$ cat config.mk
export PLATFORM = sky130hd
export DESIGN_NAME = dsp_simd_seg_comp_pipe
export DESIGN_NICKNAME = d
export VERILOG_FILES = /design/src/rtl/dsp_simd_seg_comp_pipe.sv
export SDC_FILE = /design/constraint.sdc
export NUM_CORES = 1
export LEC_CHECK = 0
export CORE_AREA = 2 2 75 95
export CTS_BUF_LIST = sky130_fd_sc_hd__clkbuf_4
export DETAILED_ROUTE_END_ITERATION = 7
export DIE_AREA = 0 0 77 97
export GPL_ROUTABILITY_DRIVEN = 0
export MAX_ROUTING_LAYER = met4
export PLACE_DENSITY = 0.81
export SETUP_SLACK_MARGIN = 0.02
export SYNTH_ARGS = -nofsm -noshare
export SYNTH_HDL_FRONTEND = slang
export SYNTH_SLANG_ARGS = --single-unit
$ cat constraint.sdc
create_clock -name clk -period 1.98 [get_ports clk]
set_input_delay 0.594 -clock clk [delete_from_list [all_inputs] [get_ports clk]]
set_output_delay 0.594 -clock clk [all_outputs]
set_load 0.01 [all_outputs]
$ cat src/rtl/dsp_simd_seg_comp_pipe.sv
// SIMD segment compensation for packed DSP products.
// Each packed lane k>=1 is biased by the sign (MSB) of lane k-1. That bit is
// added back into lane k. The datapath is a two-stage valid/ready pipeline
// with a global clock enable.

// Per-lane compensation: add carry-in, flag/resolve the single overflow case.
module dsp_simd_seg_lane #(
  parameter int SEG_W = 18,
  parameter bit SAT   = 1'b0
) (
  input  logic [SEG_W-1:0] raw,
  input  logic             cin,
  output logic [SEG_W-1:0] comp,
  output logic             ovf
);
  localparam logic [SEG_W-1:0] MAX_V = {1'b0, {(SEG_W-1){1'b1}}};
  localparam logic [SEG_W-1:0] MIN_V = {1'b1, {(SEG_W-1){1'b0}}};

  // Only +max with carry-in can overflow a signed +0/+1 increment.
  always_comb begin
    ovf  = cin && (raw == MAX_V);
    comp = raw + {{(SEG_W-1){1'b0}}, cin};
    if (ovf) comp = SAT ? MAX_V : MIN_V;
  end
endmodule

module dsp_simd_seg_comp_pipe #(
  parameter int    LANES  = 2,
  parameter int    SEG_W  = 18,
  parameter int    IN_W   = 48,
  parameter string SAT_EN = "false"
) (
  input  logic                   clk,
  input  logic                   aresetn,
  input  logic                   clken,
  input  logic                   in_valid,
  output logic                   in_ready,
  input  logic [IN_W-1:0]        dsp_data_in,
  output logic                   out_valid,
  input  logic                   out_ready,
  output logic [LANES*SEG_W-1:0] seg_out,
  output logic [LANES-1:0]       seg_ovf
);
  localparam int W   = LANES * SEG_W;
  localparam bit SAT = (SAT_EN == "true");

  if (LANES < 2 || LANES > 4 || W > IN_W) begin : g_param_err
    $error("dsp_simd_seg_comp_pipe: illegal LANES/SEG_W/IN_W combination");
  end

  // [1] = S1 holds a raw word, [2] = S2 holds a result (out_valid)
  logic [2:1]       vld_pipe_q, vld_pipe_d;
  logic [W-1:0]     s1_data_q, s1_data_d;
  logic [W-1:0]     seg_out_q, seg_out_d;
  logic [LANES-1:0] seg_ovf_q, seg_ovf_d;
  logic [W-1:0]     comp;
  logic [LANES-1:0] ovf;
  logic             s1_adv, s2_adv;
  logic             unused_in_bits;

  // Upper bits beyond the packed lanes carry no lane data.
  assign unused_in_bits = ^dsp_data_in;

  assign s2_adv = clken && (!vld_pipe_q[2] || out_ready);
  assign s1_adv = clken && (!vld_pipe_q[1] || s2_adv);

  for (genvar k = 0; k < LANES; k++) begin : g_lane
    logic cin;
    if (k == 0) begin : g_first
      assign cin = 1'b0;
    end else begin : g_rest
      assign cin = s1_data_q[k*SEG_W-1];
    end
    dsp_simd_seg_lane #(.SEG_W(SEG_W), .SAT(SAT)) u_lane (
      .raw  (s1_data_q[k*SEG_W +: SEG_W]),
      .cin  (cin),
      .comp (comp[k*SEG_W +: SEG_W]),
      .ovf  (ovf[k])
    );
  end

  // Next-state: each stage loads only when it advances; data only on valid.
  always_comb begin
    vld_pipe_d = vld_pipe_q;
    s1_data_d  = s1_data_q;
    seg_out_d  = seg_out_q;
    seg_ovf_d  = seg_ovf_q;
    if (s1_adv) begin
      vld_pipe_d[1] = in_valid;
      if (in_valid) s1_data_d = dsp_data_in[W-1:0];
    end
    if (s2_adv) begin
      vld_pipe_d[2] = vld_pipe_q[1];
      if (vld_pipe_q[1]) begin
        seg_out_d = comp;
        seg_ovf_d = ovf;
      end
    end
  end

  // Pipeline registers; reset drops any beats in flight.
  always_ff @(posedge clk or negedge aresetn) begin
    if (!aresetn) begin
      vld_pipe_q <= '0;
      s1_data_q  <= '0;
      seg_out_q  <= '0;
      seg_ovf_q  <= '0;
    end else begin
      vld_pipe_q <= vld_pipe_d;
      s1_data_q  <= s1_data_d;
      seg_out_q  <= seg_out_d;
      seg_ovf_q  <= seg_ovf_d;
    end
  end

  assign in_ready  = s1_adv;
  assign out_valid = vld_pipe_q[2];
  assign seg_out   = seg_out_q;
  assign seg_ovf   = seg_ovf_q;
endmodule

==> out/results.ini <==
[detailed_routing]
wl_per_cell_um = 14.0
drc = 0
drtIter0Drc = 62
via_per_inst = 4.96
num_vias = 2080
drt_pre_antenna_iters = 4
wl_met2_um = 2940
wl_met3_um = 370
routed_wl_um = 5850
ant_nets = 0
drt-met1-wl_um = 2410
routed.top_layer = met4

[timing]
final-max-slew-violation-count = 0
setup_viol = 0
hold_viol_final = 0
holdWs_ps = 124
fin_crit_sh = 0.969
fin_crit_ps = 1920
setup_slack_ps = 60.8
final.setup_skew_ps = 8.19
timing.fmax_mhz = 521
rsz0062_at_grt = false

[setup_path]
timing.rr.start = s1_data_q[24]$_DFFE_PN0P_
reg2reg_to = seg_out[31]$_DFFE_PN0P_
critPathKind = input pin to output port
r2r_slack_ps = 250
cp.required_ps = 1390
r2r_cells = 6
cp-start-kind = input pin
cp_max_fo = 2
cp_data_arrival_time_ps = 1330
endpoint_kind = output port

[run]
maxCapViolCount = 0

[die]
initial_utilization = 0.483
io_pins = 93
rows = 33
core_area_sq_um = 6520
die_h_um = 97
die_x_um = 77
die_area_sq_um = 7470

[global_routing]
track_usage = 0.174
antenna_found_initial = 0
grt_pass1_wl_um = 9920
grt_pass1_vias = 2184
grt_max_degree = 40
grt.overflow.total = 0

[hold_path]
hp-class = input pin to asynchronous set/reset pin

[clock_network]
cts_tree = done
cts-buffers-inserted = 9
cts_max_level = 3
clkSinkCount = 75
cts_root_buf = clkbuf_4
clk_pin_slew_ps = 110
clk_latency_ps = 420
clockBufferDepth = 2

[cells_and_area]
final_common_cell = dfrtp_1
n_fill_cell = 517
antenna_cells = 0
layout.nets = 383
final_cell_mix = dfrtp_1, mux2_2, clkdlybuf4s50_1
drive_above_1_share = 0.274
areaGrowthSynthToFinish_pct = 39.0
fin_util = 0.671

[synth]
synth-seq-cells = 75
avgSynthCellArea_sq_um = 13.4
ys_seq_area_frac = 0.596
synth_area_sq_um = 3150
syn-num-nets = 291
yosysUniqueCellTypes = 28
syn_inst = 235
yosys_warnings = 0

[outcome]
status = completed

[pwr]
peakVddDrop_v = 0.000760
fin_total_pwr_mw = 4.74
powerDensity_nw_per_um2 = 1080
p_leak_nw = 2.14

[place]
dp_hpwl_um = 4400
dp_slack_ps = -466
io_buffer_count = 79

==> worst max-delay path: stages <==
cell	delay (ps)
clkdlybuf4s50_1	480
o21a_1	130
buf_2	130
==> per-layer routing <==
layer / global-route usage / up-vias
li1: - / 1011
met1: 0.190 / 1006
met2: 0.291 / 53
met3: 0.0616 / 10
met4: 0.0701 / 0
met5: - / -
==> report_power, final <==
part	switching, mW	leakage (nW)	internal [mW]
registers	0.267	0.894	1.97
logic	0.559	1.17	0.909
clock network	0.531	0.0779	0.506
==> area by class of cell <==
| class | count | area (sq um) | area share |
|---|---|---|---|
| Sequential cell | 75 | 1880 | 0.429 |
| Multi-Input combinational cell | 147 | 1210 | 0.278 |
| Clock buffer | 9 | 67.6 | 0.0154 |
| Timing Repair Buffer | 92 | 1010 | 0.231 |
| Tap cell | 87 | 109 | 0.0249 |
| Clock inverter | 7 | 92.6 | 0.0211 |
| Inverter | 2 | 7.51 | 0.00171 |
==> timing repair <==
item | CTS | global route
endpoints found under the setup margin | 4 | 28
pin swaps | 0 | 0
gates resized for setup | 8 | 28
endpoints found under the hold margin | 0 | 0
hold buffers | 0 | 0
setup buffers | 1 | 1
==> registers in the layout (all words and copies together) (netlist names) <==
signal / count
vld_pipe_q: 2
seg_ovf: 1
seg_out: 36
s1_data_q: 36
==> synthesized netlist by cell type <==
| cell type | number | share of area |
|---|---|---|
| o31ai_1 | 6 | 0.014 |
| or2_1 | 1 | 0.0020 |
| a22o_1 | 4 | 0.011 |
| conb_1 | 1 | 0.0012 |
| o21ai_1 | 9 | 0.014 |
| dfrtp_1 | 75 | 0.60 |
| buf_4 | 2 | 0.0048 |
| and3b_1 | 1 | 0.0028 |
| ha_1 | 3 | 0.012 |
| nor3_1 | 1 | 0.0016 |
| mux2_2 | 55 | 0.20 |
| xnor2_1 | 6 | 0.017 |
| inv_1 | 2 | 0.0024 |
| clkbuf_1 | 3 | 0.0036 |
| nand2_1 | 25 | 0.030 |
| buf_2 | 5 | 0.0079 |
| o21a_1 | 1 | 0.0024 |
| buf_6 | 1 | 0.0036 |
| a2bb2oi_2 | 1 | 0.0048 |
| xor2_1 | 10 | 0.028 |
| nand4_1 | 3 | 0.0060 |
| and3_1 | 3 | 0.0060 |
| nand2b_1 | 1 | 0.0020 |
| nor3_4 | 1 | 0.0052 |
| nor2_1 | 5 | 0.0060 |
| and4_1 | 1 | 0.0028 |
| nand3_1 | 8 | 0.013 |
| nand4_2 | 1 | 0.0040 |
==> worst max-delay path by stage <==
stage                             from                  endpoint  cells past startpoint
3_5_place_dp                 out_ready                  in_ready                      4
4_1_cts        seg_out[15]$_DFFE_PN0P_               seg_out[15]                      1
5_1_grt                          clken                  in_ready                      3
3_3_place_gp                 out_ready                  in_ready                      4
2_1_floorplan                out_ready  s1_data_q[0]$_DFFE_PN0P_                      5
6_report                         clken                  in_ready                      3
==> per-stage QoR <==
| stage | instances | instance area [sq um] | TNS (ps) |
|---|---|---|---|
| final | 419 | 4380 | 0 |
| after floorplan | 235 | 3150 | 0 |
| after CTS | 418 | 4300 | 0 |
| after global placement | 401 | 4130 | -10880 |
| after detailed placement | 401 | 4130 | -11770 |
| after global routing | 419 | 4380 | 0 |
==> cells by family (layout without fill, tap and decap cells) <==
logic type / Yosys count / count (layout) / synth area share
adders and majority gates: 3 / 3 / 0.0119
DFF: 75 / 75 / 0.596
muxes: 55 / 55 / 0.197
xor gates and xnor gates: 16 / 16 / 0.0445
buffers and inverters: 13 / 110 / 0.0222
and+or+nand+nor: 51 / 51 / 0.0807
other: 1 / 1 / 0.00119
AOI/OAI and AO/OA: 21 / 21 / 0.0469
Note: power is estimated with default switching activity, not from simulation.
